## src/rtl/result_hex_uart_tx_if.sv

```systemverilog
// Result handshake between the ALU datapath and the hex UART reporter.
interface result_hex_uart_tx_if;
    logic       i_valid;
    logic [7:0] i_data;
    logic       o_ready;
    logic       o_busy;
    logic       o_done;

    modport master (
        output i_valid,
        output i_data,
        input  o_ready,
        input  o_busy,
        input  o_done
    );

    modport slave (
        input  i_valid,
        input  i_data,
        output o_ready,
        output o_busy,
        output o_done
    );
endinterface

```

## src/rtl/result_hex_uart_tx.sv

```systemverilog
// Sends each accepted result byte as two uppercase hex characters plus CR LF, 8N1 on UART_TXD.
module result_hex_uart_tx #(
    parameter int unsigned CLK_HZ = 50_000_000,
    parameter int unsigned BAUD   = 115200
) (
    input  logic                  CLOCK_50,
    input  logic                  reset,
    result_hex_uart_tx_if.slave   bus,
    output logic                  UART_TXD
);

    localparam int unsigned DIV = CLK_HZ / BAUD;
    localparam int unsigned BW  = (DIV < 2) ? 1 : $clog2(DIV);

    if (DIV < 2) begin : g_div_chk
        $error("result_hex_uart_tx: CLK_HZ/BAUD must be at least 2");
    end

    typedef enum logic [1:0] {IDLE, START, DATA, STOP} state_e;

    state_e          state_q, state_d;
    logic [7:0]      data_q, data_d;
    logic [BW-1:0]   baud_q, baud_d;
    logic [2:0]      bit_q, bit_d;
    logic [1:0]      chr_idx_q, chr_idx_d;
    logic            txd_q, txd_d;
    logic            ready_q, ready_d;
    logic            busy_q, busy_d;
    logic            done_q, done_d;
    logic [7:0]      chr_c;
    logic [2:0]      bit_nx_c;
    logic            baud_end_c;

    function automatic logic [7:0] hex_char(input logic [3:0] n);
        return (n < 4'd10) ? 8'(8'h30 + {4'h0, n}) : 8'(8'h37 + {4'h0, n});
    endfunction

    // Character currently on the wire, selected by position in the frame
    always_comb begin
        chr_c = 8'h0A;
        case (chr_idx_q)
            2'd0:    chr_c = hex_char(data_q[7:4]);
            2'd1:    chr_c = hex_char(data_q[3:0]);
            2'd2:    chr_c = 8'h0D;
            default: chr_c = 8'h0A;
        endcase
    end

    assign bit_nx_c   = 3'(bit_q + 3'd1);
    assign baud_end_c = (baud_q == BW'(DIV - 1));

    always_comb begin
        state_d   = state_q;
        data_d    = data_q;
        baud_d    = baud_q;
        bit_d     = bit_q;
        chr_idx_d = chr_idx_q;
        txd_d     = txd_q;
        done_d    = 1'b0;

        if (state_q == IDLE) begin
            txd_d = 1'b1;
            if (bus.i_valid) begin
                state_d   = START;
                data_d    = bus.i_data;
                baud_d    = '0;
                bit_d     = '0;
                chr_idx_d = '0;
                txd_d     = 1'b0;
            end
        end else if (baud_end_c) begin
            baud_d = '0;
            case (state_q)
                START: begin
                    state_d = DATA;
                    bit_d   = '0;
                    txd_d   = chr_c[0];
                end
                DATA: begin
                    if (bit_q == 3'd7) begin
                        state_d = STOP;
                        txd_d   = 1'b1;
                    end else begin
                        bit_d = bit_nx_c;
                        txd_d = chr_c[bit_nx_c];
                    end
                end
                default: begin
                    if (chr_idx_q == 2'd3) begin
                        state_d = IDLE;
                        txd_d   = 1'b1;
                    end else begin
                        state_d   = START;
                        chr_idx_d = 2'(chr_idx_q + 2'd1);
                        bit_d     = '0;
                        txd_d     = 1'b0;
                    end
                end
            endcase
        end else begin
            baud_d = BW'(baud_q + BW'(1));
            // Flag the last cycle of the final stop bit one edge early so done is a flop
            if (state_q == STOP && chr_idx_q == 2'd3 && baud_q == BW'(DIV - 2))
                done_d = 1'b1;
        end

        ready_d = (state_d == IDLE);
        busy_d  = ~ready_d;
    end

    always_ff @(posedge CLOCK_50) begin
        if (reset) begin
            state_q   <= IDLE;
            data_q    <= '0;
            baud_q    <= '0;
            bit_q     <= '0;
            chr_idx_q <= '0;
            txd_q     <= 1'b1;
            ready_q   <= 1'b1;
            busy_q    <= 1'b0;
            done_q    <= 1'b0;
        end else begin
            state_q   <= state_d;
            data_q    <= data_d;
            baud_q    <= baud_d;
            bit_q     <= bit_d;
            chr_idx_q <= chr_idx_d;
            txd_q     <= txd_d;
            ready_q   <= ready_d;
            busy_q    <= busy_d;
            done_q    <= done_d;
        end
    end

    assign UART_TXD    = txd_q;
    assign bus.o_ready = ready_q;
    assign bus.o_busy  = busy_q;
    assign bus.o_done  = done_q;

endmodule

```

## src/flat_wrapper.sv

```systemverilog
// flat-port wrapper written by rule: the top's interface ports become plain ports
module result_hex_uart_tx_flat 
#(
    parameter int unsigned CLK_HZ = 50_000_000,
    parameter int unsigned BAUD   = 115200
)
  (CLOCK_50, reset, UART_TXD, bus_i_valid, bus_i_data, bus_o_ready, bus_o_busy, bus_o_done);
  result_hex_uart_tx_if bus_i ();
  input  logic CLOCK_50;
  input  logic reset;
  output logic UART_TXD;
  input wire logic [$bits(bus_i.i_valid)-1:0] bus_i_valid;
  input wire logic [$bits(bus_i.i_data)-1:0] bus_i_data;
  output wire logic [$bits(bus_i.o_ready)-1:0] bus_o_ready;
  output wire logic [$bits(bus_i.o_busy)-1:0] bus_o_busy;
  output wire logic [$bits(bus_i.o_done)-1:0] bus_o_done;
  assign bus_i.i_valid = bus_i_valid;
  assign bus_i.i_data = bus_i_data;
  assign bus_o_ready = bus_i.o_ready;
  assign bus_o_busy = bus_i.o_busy;
  assign bus_o_done = bus_i.o_done;
  result_hex_uart_tx #(.CLK_HZ(CLK_HZ), .BAUD(BAUD)) u_core (.CLOCK_50(CLOCK_50), .reset(reset), .bus(bus_i), .UART_TXD(UART_TXD));
endmodule
```

## config.mk

```make
export PLATFORM = sky130hd
export DESIGN_NAME = result_hex_uart_tx_flat
export DESIGN_NICKNAME = d
export VERILOG_FILES = /design/src/rtl/result_hex_uart_tx_if.sv /design/src/rtl/result_hex_uart_tx.sv /design/src/flat_wrapper.sv
export SDC_FILE = /design/constraint.sdc
export NUM_CORES = 1
export LEC_CHECK = 0
export CAP_MARGIN = 5
export CORE_MARGIN = 2
export CORE_UTILIZATION = 50
export DETAILED_ROUTE_END_ITERATION = 8
export GPL_TIMING_DRIVEN = 1
export PLACE_DENSITY = 0.7
export SLEW_MARGIN = 30
export SYNTH_ARGS = -nofsm -noshare
export SYNTH_HDL_FRONTEND = slang
export SYNTH_SLANG_ARGS = --single-unit
export TNS_END_PERCENT = 30
```

## constraint.sdc

```tcl
create_clock -name CLOCK_50 -period 5 [get_ports CLOCK_50]
set_input_delay 0.5 -clock CLOCK_50 [delete_from_list [all_inputs] [get_ports CLOCK_50]]
set_output_delay 0.5 -clock CLOCK_50 [all_outputs]
set_load 0.05 [all_outputs]
```

==> flow_metrics.env <==
export IMPL_status="finished, final reports clean"
export IMPL_avgRoutedWirePerCell_um=12.3
export IMPL_grt_pass1_wl_mm=6.22
export IMPL_dieWidth_um=63.8
export IMPL_setup_tns_ns=0
export IMPL_async_flop_share_pct=0
export IMPL_fp_dieH_um=63.8
export IMPL_grt_max_degree=29
export IMPL_critPathMaxFanout=7
export IMPL_p_seq_share_pct=59.9
export IMPL_period_needed_ns=2.23
export IMPL_grtUsageTotal_pct=18.8
export IMPL_dieArea_um2=4070
export IMPL_dr_wl_met3_um=149
export IMPL_firstDrtPassIters=4
export IMPL_utilization_pct=58.2
export IMPL_clkTransAtPathRegs_ns=0.13
export IMPL_p_switching_w=0.000111
export IMPL_io_pins=15
export IMPL_holdBufCountCts=0
export IMPL_ys_warn_count=0
export IMPL_coreArea_um2=3390
export IMPL_setup_viol=0
export IMPL_drive_gt1_share_pct=6.36
export IMPL_p_leak_nw=0.785
export IMPL_critPathCaptureType="register"
export IMPL_worstSkewPairLatency_ns=0.31
export IMPL_required_ns=5.23
export IMPL_ant_nets=0
export IMPL_worstPathArrival_ns=2.46
export IMPL_place_congestion=0.845
export IMPL_synth_cell_area_um2=1790
export IMPL_fin_skew_ns=0.00661
export IMPL_post_route_period_util_pct=44.5
export IMPL_dpl_worst_slack_ns=2.65
export IMPL_synth_edff_count=0
export IMPL_drt_wl_total_mm=3.48
export IMPL_cpPeakStageDelay_ns=0.54
export IMPL_final_cell_mix="nand2_1, dfxtp_1, nor2_1, a21oi_1, ha_1"
export IMPL_grt_pass1_vias=1448
export IMPL_cp_common_cell="ha_1"
export IMPL_antenna_found_initial=0
export IMPL_highest_layer="met4"
export IMPL_rows=21
export IMPL_areaGrowthSynthToFinish_pct=10.3
export IMPL_clock_sinks=28
export IMPL_cts_buffers=3
export IMPL_intPower_w=0.000291
export IMPL_port_buffers=14
export IMPL_wl_met1_mm=1.89
export IMPL_yosysSeqAreaShare_pct=31.3
export IMPL_cts_root_buf="clkbuf_4"
export IMPL_irDropWorstVdd_mv=0.161
export IMPL_cts_tree="yes"
export IMPL_cts_resized=0
export IMPL_fmax_mhz=449
export IMPL_hpwl_mm=2.65
export IMPL_comb_power_share_pct=18.7
export IMPL_cpMaxStageDelayCell="or4b_1"
export IMPL_ys_flop_type="dfxtp_1"
export IMPL_ys_ff_latch=28
export IMPL_viasPerCell=5.41
export IMPL_synthesis_nets=252
export IMPL_p_clk_share_pct=21.4
export IMPL_overflow=0
export IMPL_switching_share_pct=27.6
export IMPL_startpoint_type="register"
export IMPL_wl_met2_mm=1.41
export IMPL_ctsLongestPathBuffers=2
export IMPL_drv_cap=0
export IMPL_crit_path_cell_trace="ha_1 > ha_1 > or4b_1 > a31oi_1 > o31ai_1 > a32oi_1 > o311a_2 > a21oi_2"
export IMPL_synthesis_instances=226
export IMPL_initial_utilization_pct=52.8
export IMPL_avgSynthCellArea_um2=7.92
export IMPL_p_per_area_nw_per_um2=204
export IMPL_cts_max_level=1
export IMPL_via_count=1527
export IMPL_hold_violations=0
export IMPL_min_path_type="reg -> reg"
export IMPL_worst_slew_pin_slew_ns=0.493
export IMPL_hold_ws_ns=0.511
export IMPL_rsz0062_at_grt="false"
export IMPL_timing_max_slew_rel_slack_pct=67.0
export IMPL_maxSlewViolCount=0
export IMPL_fin_nets=264
export IMPL_timing_final_ws_setup_ns=2.77
export IMPL_final_common_cell="nand2_1"
export IMPL_antenna_cells=0
export IMPL_crit_type="reg -> reg"
export IMPL_drt_iter0_markers=107
export IMPL_ys_types=50
export IMPL_drc=0
export IMPL_cts_setup_buffers=0
==> cell usage after synthesis (2+ instances only) <==
cell,instances,area [um2]
a21oi_1,20,100
a22oi_1,2,15.0
a311oi_1,2,17.5
and2_1,4,25.0
and3_1,7,43.8
clkbuf_1,5,18.8
dfxtp_1,28,561
ha_1,15,188
inv_1,14,52.6
mux2i_1,6,60.1
nand2_1,39,146
nand2b_1,3,18.8
nand3_1,4,20.0
nand3b_1,2,15.0
nor2_1,22,82.6
nor2b_1,3,18.8
nor3_1,3,15.0
nor4_1,3,18.8
o2111ai_1,2,17.5
o21ai_0,10,50.1
o21ai_1,2,10.0
xnor2_1,2,17.5
==> cell type report <==
cell class	instances	area (um2)
Sequential cell	28	561
Timing Repair Buffer	14	135
Multi-Input combinational cell	177	1140
Tap cell	46	57.6
Clock buffer	3	22.5
Fill cell	338	1420
Inverter	14	52.6
==> logic make-up (layout without fill, tap and decap cells) <==
logic type,Yosys count,in the layout,synth area share [%]
buffers and inverters,21,31,4.69
DFF,28,28,31.3
muxes,7,7,3.99
and+or+nand+nor,97,97,27.0
adders and majority gates,15,15,10.5
xor gates and xnor gates,2,2,0.979
AOI/OAI and AO/OA,56,56,21.5
==> flip-flops by register name, indices dropped and copies added (netlist names) <==
signal / flops
u_core.UART_TXD: 1
u_core.baud_q: 9
u_core.bit_q: 3
u_core.bus.o_busy: 1
u_core.bus.o_done: 1
u_core.bus.o_ready: 1
u_core.chr_idx_q: 2
u_core.data_q: 8
u_core.state_q: 2
==> through the flow <==
stage | cell area (um2) | instances | total power (W)
final | 1970 | 282 | 0.000402
after global routing | 1970 | 282 | 0.000430
after CTS | 1980 | 282 | 0.000409
after detailed placement | 1960 | 279 | 0.000321
after global placement | 1960 | 279 | 0.000320
after floorplan | 1790 | 226 | 0.000297
==> worst paths after layout <==
path                                        from               end  slack (ns)  depth (start not counted)
worst max-delay path             u_core.bit_q[0]   u_core.UART_TXD        2.77                          8
worst min-delay path            u_core.baud_q[4]  u_core.baud_q[4]        0.51                          2
worst max register to register   u_core.bit_q[0]   u_core.UART_TXD        2.77                          8
worst min register to register  u_core.baud_q[4]  u_core.baud_q[4]        0.51                          2
==> power by group through the flow <==
stage / clock [W] / combinational (W) / sequential (W)
floorplan: 0 / 0.0000461 / 0.000251
global placement: 0 / 0.0000751 / 0.000245
detailed placement: 0 / 0.0000754 / 0.000245
CTS: 0.0000926 / 0.0000759 / 0.000241
global route: 0.000104 / 0.0000839 / 0.000242
finish: 0.0000861 / 0.0000752 / 0.000241
==> worst max-delay path, delay by kind of cell (launching register included) <==
family / cells / cell delay, ns
AOI/OAI and AO/OA: 5 / 0.74
adders and majority gates: 2 / 0.47
DFF: 1 / 0.40
and+or+nand+nor: 1 / 0.54
==> layer usage <==
| layer | global-route usage [%] | vias to the layer above |
|---|---|---|
| met5 | 0 | - |
| met4 | 6.25 | 0 |
| met3 | 2.29 | 2 |
| met2 | 27.7 | 30 |
| met1 | 28.1 | 679 |
| li1 | - | 816 |
Note: power is estimated with default switching activity, not from simulation.
